File: src/rtl/lock_sequencer.sv
// Canal lock sequencer: moves one gondola at a time between the low
// (left) and high (right) sides, driving gates and chamber water level.
module lock_sequencer #(
    parameter int LEVEL_MAX     = 8,
    parameter int GATE_TICKS    = 4,
    parameter int TRANSIT_TICKS = 8
) (
    input  logic       clk,
    input  logic       reset,
    input  logic       arrive_req,
    input  logic       depart_req,
    input  logic       hold,
    output logic       grant_arr,
    output logic       grant_dep,
    output logic       gate_l_open,
    output logic       gate_r_open,
    output logic       fill,
    output logic       drain,
    output logic [7:0] level,
    output logic       in_chamber,
    output logic       busy,
    output logic       done
);

    localparam logic [7:0]  TOP          = 8'(LEVEL_MAX);
    localparam logic [31:0] GATE_LAST    = 32'(GATE_TICKS - 1);
    localparam logic [31:0] TRANSIT_LAST = 32'(TRANSIT_TICKS - 1);

    typedef enum logic [3:0] {
        IDLE,
        ALIGN,
        OPEN_IN,
        ENTER,
        CLOSE_IN,
        SHIFT,
        OPEN_OUT,
        EXIT,
        CLOSE_OUT
    } state_t;

    state_t      state;
    logic [7:0]  lvl;
    logic [31:0] timer;
    logic        pend_arr;
    logic        pend_dep;
    // dir / last_dir: 0 = arrival, 1 = departure
    logic        dir;
    logic        last_dir;

    logic        take_arr;
    logic        take_dep;
    logic        moving;
    logic        step_up;
    logic        step_dn;
    logic        gate_end;
    logic        transit_end;
    logic        entry_phase;
    logic        exit_phase;
    logic [7:0]  entry_lvl;
    logic [7:0]  exit_lvl;
    logic [7:0]  new_entry;
    logic [7:0]  target;
    logic [7:0]  lvl_next;

    // Arbitration, level stepping and phase-end decode
    always_comb begin
        take_arr    = (state == IDLE) && !hold && pend_arr
                      && (!pend_dep || last_dir);
        take_dep    = (state == IDLE) && !hold && pend_dep
                      && (!pend_arr || !last_dir);
        entry_lvl   = dir ? TOP : 8'd0;
        exit_lvl    = dir ? 8'd0 : TOP;
        new_entry   = take_dep ? TOP : 8'd0;
        target      = (state == ALIGN) ? entry_lvl : exit_lvl;
        moving      = !hold && ((state == ALIGN) || (state == SHIFT));
        step_up     = moving && (lvl < target);
        step_dn     = moving && (lvl > target);
        lvl_next    = lvl;
        if (step_up) begin
            lvl_next = lvl + 8'd1;
        end else if (step_dn) begin
            lvl_next = lvl - 8'd1;
        end
        gate_end    = (timer == GATE_LAST);
        transit_end = (timer == TRANSIT_LAST);
        entry_phase = (state == OPEN_IN) || (state == ENTER);
        exit_phase  = (state == OPEN_OUT) || (state == EXIT);
    end

    // Sequencer state, level, timers and request latches
    always_ff @(posedge clk) begin
        if (!reset) begin
            state    <= IDLE;
            lvl      <= 8'd0;
            timer    <= '0;
            pend_arr <= 1'b0;
            pend_dep <= 1'b0;
            dir      <= 1'b0;
            last_dir <= 1'b1;
        end else begin
            pend_arr <= !take_arr && (pend_arr || arrive_req);
            pend_dep <= !take_dep && (pend_dep || depart_req);
            if (!hold) begin
                unique case (state)
                    IDLE: begin
                        if (take_arr || take_dep) begin
                            dir      <= take_dep;
                            last_dir <= take_dep;
                            timer    <= '0;
                            if (lvl == new_entry) begin
                                state <= OPEN_IN;
                            end else begin
                                state <= ALIGN;
                            end
                        end
                    end
                    ALIGN: begin
                        lvl <= lvl_next;
                        if (lvl_next == entry_lvl) begin
                            state <= OPEN_IN;
                        end
                    end
                    OPEN_IN: begin
                        if (gate_end) begin
                            timer <= '0;
                            state <= ENTER;
                        end else begin
                            timer <= timer + 32'd1;
                        end
                    end
                    ENTER: begin
                        if (transit_end) begin
                            timer <= '0;
                            state <= CLOSE_IN;
                        end else begin
                            timer <= timer + 32'd1;
                        end
                    end
                    CLOSE_IN: begin
                        if (gate_end) begin
                            timer <= '0;
                            state <= SHIFT;
                        end else begin
                            timer <= timer + 32'd1;
                        end
                    end
                    SHIFT: begin
                        lvl <= lvl_next;
                        if (lvl_next == exit_lvl) begin
                            state <= OPEN_OUT;
                        end
                    end
                    OPEN_OUT: begin
                        if (gate_end) begin
                            timer <= '0;
                            state <= EXIT;
                        end else begin
                            timer <= timer + 32'd1;
                        end
                    end
                    EXIT: begin
                        if (transit_end) begin
                            timer <= '0;
                            state <= CLOSE_OUT;
                        end else begin
                            timer <= timer + 32'd1;
                        end
                    end
                    CLOSE_OUT: begin
                        if (gate_end) begin
                            timer <= '0;
                            state <= IDLE;
                        end else begin
                            timer <= timer + 32'd1;
                        end
                    end
                    default: begin
                        timer <= '0;
                        state <= IDLE;
                    end
                endcase
            end
        end
    end

    // Output decode; everything forced low while reset is held
    always_comb begin
        grant_arr   = reset && take_arr;
        grant_dep   = reset && take_dep;
        gate_l_open = reset && (dir ? exit_phase : entry_phase);
        gate_r_open = reset && (dir ? entry_phase : exit_phase);
        fill        = reset && step_up;
        drain       = reset && step_dn;
        level       = reset ? lvl : 8'd0;
        in_chamber  = reset && ((state == CLOSE_IN) || (state == SHIFT)
                      || (state == OPEN_OUT));
        busy        = reset && (state != IDLE);
        done        = reset && !hold && (state == CLOSE_OUT) && gate_end;
    end

endmodule

File: config.mk
export PLATFORM = sky130hd
export DESIGN_NAME = lock_sequencer
export DESIGN_NICKNAME = d
export VERILOG_FILES = /design/src/rtl/lock_sequencer.sv
export SDC_FILE = /design/constraint.sdc
export NUM_CORES = 1
export LEC_CHECK = 0
export BUFFER_PORTS_ARGS = -buffer_cell sky130_fd_sc_hd__buf_2
export CELL_PAD_IN_SITES_DETAIL_PLACEMENT = 1
export CELL_PAD_IN_SITES_GLOBAL_PLACEMENT = 2
export CORE_ASPECT_RATIO = 0.7
export CORE_MARGIN = 10
export CORE_UTILIZATION = 40
export CTS_BUF_LIST = sky130_fd_sc_hd__clkbuf_4
export DETAILED_ROUTE_END_ITERATION = 7
export PLACE_DENSITY = 0.94
export SYNTH_ARGS = -nofsm -noshare
export SYNTH_HDL_FRONTEND = slang
export SYNTH_SLANG_ARGS = --single-unit
File: constraint.sdc
create_clock -name clk -period 4.4 [get_ports clk]
set_input_delay 0.88 -clock clk [delete_from_list [all_inputs] [get_ports clk]]
set_output_delay 0.88 -clock clk [all_outputs]
set_load 0.02 [all_outputs]
* Yosys cells after proc, flatten, opt, wreduce, memory -nomap -nowiden
Index checks and enable logic that the tools add are counted.
Storage, ports and cells: register bits 48, input bits 5, output and inout bits 17, word-level logic and storage cells 106
Operators by class: $add $sub $neg 3, $lt $le $gt $ge 2, equal/unequal tests 22, multiplexer cells 24, bitwise operators 2, reduce and logical (&&, ||, !) cells 46
Operators by type and width (number):
- 32-bit one-hot mux with 4 select lines | 1
- 32-bit 2-to-1 mux | 3
- 4-bit 2-to-1 mux | 13
- 4-bit one-hot mux with 9 select lines | 1
- 32-bit by 1-bit adder with 32-bit output, second input constant | 1
- 32-bit by 2-bit == test with 1-bit output, second input constant | 1
- 32-bit by 3-bit == test with 1-bit output, second input constant | 1
- 8-bit by 4-bit == test with 1-bit output | 3
- 8-bit 2-to-1 mux | 3
- 1-bit logical AND | 21
- 4-bit by 3-bit == test with 1-bit output, second input constant | 4
- 2-bit != test, second input constant | 7
- 1-bit logical OR | 10
- 10-bit AND reduction | 1
- 8-bit by 1-bit adder with 8-bit output, second input constant | 1
- 4-bit by 2-bit == test with 1-bit output, second input constant | 2
- 8-bit by 4-bit > comparator with 1-bit output | 1
- 8-bit by 4-bit < comparator with 1-bit output | 1
- 8-bit by 1-bit subtractor with 8-bit output, second input constant | 1
- 1-bit logical NOT | 6
- 3-bit AND reduction | 2
- 4-bit by 1-bit == test with 1-bit output, second input constant | 1
- 4-bit == test, second input constant | 1
- 4-bit logical NOT | 1
- 8 further kinds | 12

* Depth between registers and ports, before layout
Gate-level depths: netlist (run 1).
word-level depth 9, gate-level depth with buffers 11, depth with buffers taken out 10

* Worst setup path after synthesis (run 1)
Ideal clock, no wire load.
kind register -> output, start point reg state[0], end point out drain, arrival time 2.041 ns, required time 3.520 ns, setup slack 1.479 ns, stages on the path, launching flop included 9, buffers on the path 1, cells stage by stage dfxtp_1 > buf_4 > nor3b_2 > nor2b_1 > xnor2_1 > ha_1 > and3b_1 > o21ai_1 > and3_1
On the way: cells in the longest elaborated chain, start to end 5, elaborated cells between the ends (all ways) 8, classes of those cells order compare: 1; eq/ne: 2; mux: 1; reduce/logical: 4
Ends and longest elaborated chain:
- start, declared | RTL line 41 | state_t state;
- start signal, assigned | RTL line 93 | state <= IDLE;
- start signal, assigned | RTL line 111 | state <= OPEN_IN;
- start signal, assigned | RTL line 113 | state <= ALIGN;
- 4-bit by 1-bit == test with 1-bit output / 4-bit by 3-bit == test with 1-bit output (equally long branches) | RTL line 74, 75
- 4-bit 2-to-1 mux / 1-bit logical OR (equally long branches) | RTL line 74, 75
- 8-bit by 4-bit > comparator with 1-bit output / 1-bit logical AND (equally long branches) | RTL line 77, 75
- 1-bit logical AND * | RTL line 77 | step_dn = moving && (lvl > target);
- 1-bit logical AND * | RTL line 193 | drain = reset && step_dn;
- end, declared | RTL line 18 | output logic drain,
Mark *: on every way between the ends. The rest lies on a longest branch, timed or not.

* Final worst setup path (run 1)
Same ends and word-level chain as after synthesis.

==> flow_summary.yaml, run 1 <==
route:
  drcViolationCount: 0
  drt_first_pass_iters: 4
  drt_iter0_markers: 233
  vias_per_cell: 5.53
  drt_wl_total_um: 7600
  routedWlPerCell_um: 16.4
  num_vias: 2561
  final_antenna_net_count: 0
synthesis:
  muxShareOfSynthArea: 0.00352
  async_flop_share: 0
  synthFlopType: "dfxtp_1"
  syn_inst: 352
  yosys-top-cells-area: "dfxtp_1, nor2_1, xor2_1"
  ys_ff_latch: 48
  yosys.area_share.xor_xnor: 0.111
  syn_avg_cell_area_um2: 8.07
  yosys.area_share.simple: 0.361
  synth-seq-area-share: 0.338
  synth_edf_count: 0
  synth_adder_area_share: 0.0220
  synth.cell_area_um2: 2840
  synth_top_area_frac: 0.338
  synth_nets: 362
  synth_top_family_by_area: "simple AND/OR/NAND/NOR gates"
  ys_types: 60
  synth_compound_area_frac: 0.129
  synth_top_area_cell: "dfxtp_1"
  yosysWarnings: 0
global_route:
  grt_max_degree: 28
  grt_overflow_total: 0
  use_met2: 0.207
  grtUsageTotal: 0.142
  grt_busiest_layer: "met2"
  use_met3: 0.0344
  use_met1: 0.205
  first_global_vias: 2523
  grt_pass1_wl_um: 13000
  antenna_found_initial: 0
place:
  place.gp.congestion: 0.784
  port-buffer-count: 21
  dp_hpwl_um: 5730
  dp_slack_ns: 1.07
  placedInstanceArea_um2: 3010
cts:
  cts_num_sinks: 48
  htree_levels: 2
  numCtsBuffers: 5
  cts_resized: 0
  hold_buffers: 0
  cts-root-buf: "clkbuf_4"
  path_clk_slew_ns: 0.14
  clock_path_buffers: 2
  cts_setup_buffers: 0
  clk_latency_ns: 0.36
  tritoncts: "yes"
setup_path:
  r2r.worst_path.cells: 10
  worst-path-max-fanout: 10
  start_kind: "flip-flop"
  regToRegStartpoint: "state[0]$_SDFFE_PN0P_"
  path_cells: "nor3b_2 -> nor2b_1 -> xnor2_1 -> ha_1 -> and3b_1 -> o21ai_1 -> and3_1 -> buf_2"
  regToRegSetupSlack_ns: 1.25
  slowest_stage: "dfxtp_1"
  rr_endpoint: "state[1]$_SDFFE_PN0P_"
  slowest_delay_ns: 0.57
  cp_data_arrival_time_ns: 2.87
  cp-end-kind: "primary output"
  required_ns: 3.52
  crit_type: "flip-flop to primary output"
hold_path:
  holdCritStartpoint: "timer[1]$_SDFFE_PN0P_"
  holdPathEnd: "timer[1]$_SDFFE_PN0P_"
  hold_depth: 2
  min_path_type: "flip-flop to flip-flop"
floorplanning:
  io_pins: 22
  die-area_um2: 10900
  start_util: 0.417
  rows: 25
  die_w_um: 121
  core_um2: 6820
  die_h_um: 90.5
pwr:
  p_per_area_nw_per_um2: 384
  p_leak_nw: 1.17
  irDropWorstVdd_mv: 0.121
  p_total_mw: 1.18
timing:
  slew-limit-headroom: 0.385
  tns_ns: 0
  worstMarginPinSlew_ns: 0.921
  min_period_ns: 3.75
  min_period_over_period: 0.853
  rsz0062_at_grt: "no"
  finalSetupViolCount: 0
  drv_slew: 0
  finalWorstSetupSlack_ns: 0.646
  hold_ws_ns: 0.496
  finalHoldViolations: 0
  finClkSkew_ns: 0.00973
  max_freq_mhz: 266
run:
  drv_cap: 0
layout:
  seqCellArea_um2: 961
  diodes: 0
  drive_gt1_frac: 0.119
  n_fill_cell: 871
  stdcell_area_um2: 3060
  multiInputGateArea_um2: 1780
  syn2layout_area_growth_pct: 7.84
  nets: 378
run_status:
  outcome: "completed"
report_power, final:
group          switching, mW  leakage (nW)  internal [mW]  total (mW)
sequential            0.0538         0.388          0.457       0.510
combinational          0.295         0.747          0.166       0.460
clock                  0.146        0.0324         0.0592       0.205
total                  0.494          1.17          0.681        1.18
logic make-up (layout without fill, tap and decap cells):
group           after synthesis  after routing
simple gates                185            185
compound gates               53             53
flops                        48             48
xor+xnor                     36             36
buf+inv                      24             41
fa+ha+maj                     5              5
mux                           1              1
through the flow:
stage,cells,util
floorplan,352,-
global placement,455,0.442
detailed placement,455,0.442
CTS,463,0.449
global route,463,0.449
finish,463,0.449
worst max-delay path, delay by kind of cell, from the launching register on:
family	cells	cell delay, ns
compound gates	1	0.32
xor+xnor	1	0.14
fa+ha+maj	1	0.26
buf+inv	1	0.16
flops	1	0.57
simple gates	4	1.08
cell usage in the layout, fill, tap and decap left out, drive strengths merged, types with 4 or more instances in the layout:
| cell | count |
|---|---|
| nor3 | 11 |
| and3 | 5 |
| dfxtp | 48 |
| and4 | 4 |
| nand2 | 31 |
| xor2 | 21 |
| nand3 | 20 |
| or3 | 5 |
| a21oi | 13 |
| nor2b | 4 |
| nand3b | 4 |
| nor4 | 14 |
| buf | 22 |
| clkinv | 4 |
| clkbuf | 5 |
| nand4 | 13 |
| o21ai | 13 |
| inv | 10 |
| and2 | 8 |
| xnor2 | 15 |
| o211ai | 4 |
| nor2 | 55 |
| ha | 5 |
final cells by class:
type	instances	share of cell area
Multi-Input combinational cell	280	0.581
Sequential cell	48	0.314
Tap cell	94	0.0384
Timing Repair Buffer	22	0.0368
Inverter	11	0.0135
Clock buffer	5	0.0123
Clock inverter	3	0.00449
synth_stat cells, types with 9 or more instances:
| cell type | count |
|---|---|
| a21oi_1 | 13 |
| nand2_1 | 30 |
| inv_1 | 9 |
| nand3_1 | 20 |
| o21ai_0 | 12 |
| nor3_1 | 11 |
| clkbuf_1 | 9 |
| xnor2_1 | 15 |
| nor4_1 | 9 |
| nor2_1 | 55 |
| xor2_1 | 21 |
| dfxtp_1 | 48 |
| nand4_1 | 12 |
sequential cells by signal (all words and copies together) (netlist names):
register / flops
timer: 32
lvl: 8
state: 4
dir: 1
last_dir: 1
pend_arr: 1
pend_dep: 1
worst max-delay path by stage:
stage,startpoint,endpoint,slack (ns),cells after the start
after detailed placement,state[0]$_SDFFE_PN0P_,drain,1.07,8
after global routing,state[0]$_SDFFE_PN0P_,drain,0.41,8
final,state[0]$_SDFFE_PN0P_,drain,0.65,8
after global placement,state[0]$_SDFFE_PN0P_,drain,1.18,8
after floorplan,state[0]$_SDFFE_PN0P_,drain,1.48,8
after CTS,state[0]$_SDFFE_PN0P_,drain,0.65,8
layer usage:
layer	wire length, um	up-vias
met5	0	-
met4	26	0
met3	314	2
met2	3300	36
met1	3960	1238
li1	-	1285
Power figures use the tool's default switching activity.
==> run 2: changes to the inputs <==
==> constraint.sdc (replaced) <==
create_clock -name clk -period 4.4 [get_ports clk]
set_input_delay 0.22 -clock clk [delete_from_list [all_inputs] [get_ports clk]]
set_output_delay 0.22 -clock clk [all_outputs]
set_load 0.02 [all_outputs]
==> flow_summary.yaml, run 2 (synthesis gave the netlist of run 1 again) <==
route:
  routedWlPerCell_um: 16.5
  drt_iter0_markers: 190
  drt_wl_total_um: 7620
  num_vias: 2571
  final_antenna_net_count: 0
  drcViolationCount: 0
  drt_first_pass_iters: 4
  vias_per_cell: 5.55
floorplanning:
  io_pins: 22
  rows: 25
  core_um2: 6820
  die_w_um: 121
  start_util: 0.417
  die-area_um2: 10900
  die_h_um: 90.5
setup_path:
  cp-end-kind: "primary output"
  path_cells: "nor3b_2 -> nor2b_1 -> xnor2_1 -> ha_1 -> and3b_1 -> o21ai_1 -> and3_1 -> buf_2"
  crit_type: "flip-flop to primary output"
  critPathTopFamily: "simple AND/OR/NAND/NOR gates"
  slowest_stage: "dfxtp_1"
  cp_data_arrival_time_ns: 2.97
  start_kind: "flip-flop"
  worst-path-max-fanout: 10
  slowest_delay_ns: 0.58
  path_buf_inv: 1
  required_ns: 4.18
timing:
  slew-limit-headroom: 0.380
  drv_slew: 0
  min_period_ns: 3.19
  worstMarginPinSlew_ns: 0.927
  min_period_over_period: 0.725
  finalHoldViolations: 0
  rsz0062_at_grt: "no"
  tns_ns: 0
  finClkSkew_ns: 0.00750
  finalSetupViolCount: 0
  max_freq_mhz: 313
  hold_ws_ns: 0.0702
layout:
  most-common-layout-cells: "nor2_1, dfxtp_1, nand2_1, xor2_1, buf_2"
  final_common_cell: "nor2_1"
  syn2layout_area_growth_pct: 8.99
  nets: 378
  diodes: 0
  drive_gt1_frac: 0.122
  top_register: "timer"
  largest_reg_flops: 32
  reg_top3: "timer: 32 flops, lvl: 8 flops, state: 4 flops"
place:
  dp_hpwl_um: 5630
  port-buffer-count: 21
  place.gp.congestion: 0.821
pwr:
  clkPwrFrac: 0.230
  p_switching_mw: 0.512
  seq_power_share: 0.406
  p_comb_frac: 0.364
  p_leak_nw: 1.18
  p_per_area_nw_per_um2: 406
  internal_power_mw: 0.744
  swShare: 0.407
  p_total_mw: 1.26
  irDropWorstVdd_mv: 0.141
global_route:
  grtUsageTotal: 0.142
  grt_overflow_total: 0
  antenna_found_initial: 0
  grt_pass1_wl_um: 12900
  grt_max_degree: 28
  first_global_vias: 2553
cts:
  cts-root-buf: "clkbuf_4"
  path_clk_slew_ns: 0.16
  clock_path_buffers: 2
  cts_setup_buffers: 0
  cts_num_sinks: 48
  tritoncts: "yes"
  clk_latency_ns: 0.39
  htree_levels: 2
  numCtsBuffers: 5
  cts_resized: 0
  hold_buffers: 0
run:
  drv_cap: 0
run_status:
  outcome: "completed"
hold_path:
  min_path_type: "input pin to flip-flop"
run 2: cell types whose count changed in the layout (fill, tap and decap cells not counted), sizes merged:
cell      before  now
inv           10   11
clkinvlp       0    1
bufinv         0    1
clkinv         4    1
run 2: area by class of cell:
cell class              count  area [um2]
flip-flops and latches     48         961
well taps                  94         118
fillers                   878        3720
clock inverters             3        46.3
inverters                  11        41.3
multi-input cells         280        1780
clock buffers               5        37.5
repair buffers             22         113
run 2: worst paths after layout:
path / cells past startpoint / start / endpoint / slack, ns
hold reg to reg: 2 / timer[1]$_SDFFE_PN0P_ / timer[1]$_SDFFE_PN0P_ / 0.51
hold / removal: 3 / depart_req / pend_dep$_SDFF_PN0_ / 0.07
setup reg to reg: 10 / state[0]$_SDFFE_PN0P_ / state[1]$_SDFFE_PN0P_ / 1.29
setup / recovery: 8 / state[0]$_SDFFE_PN0P_ / drain / 1.21
run 2: metal layers:
layer | track usage | part of all wire
met5 | 0 | 0
met2 | 0.198 | 0.42
met1 | 0.205 | 0.53
met3 | 0.0350 | 0.043
met4 | 0.0411 | 0.0077
run 2: power groups by stage:
stage | Sequential (mW) | Clock, mW | Combinational, mW
2_1_floorplan | 0.488 | 0 | 0.374
6_report | 0.510 | 0.288 | 0.458
3_3_place_gp | 0.515 | 0 | 0.445
5_1_grt | 0.517 | 0.312 | 0.513
3_5_place_dp | 0.520 | 0 | 0.454
4_1_cts | 0.510 | 0.299 | 0.457
run 2: worst reg2reg max path, stage by stage, from the launching register on:
cell      delay (ns)
dfxtp_1         0.58
nor3b_2         0.45
nor2b_1         0.22
xnor2_1         0.09
ha_1            0.30
and3b_1         0.18
o21ai_1         0.15
a311o_1         0.43
a32oi_1         0.27
nand4_1         0.14
a221oi_1        0.23
run 2: stage by stage:
stage	utilization	cell area [um2]	std cells	setup WS (ns)
global placement	0.442	3010	455	1.47
global route	0.454	3100	463	1.00
finish	0.454	3100	463	1.21
floorplan	-	2840	352	1.82
CTS	0.454	3100	463	1.20
detailed placement	0.442	3010	455	1.36
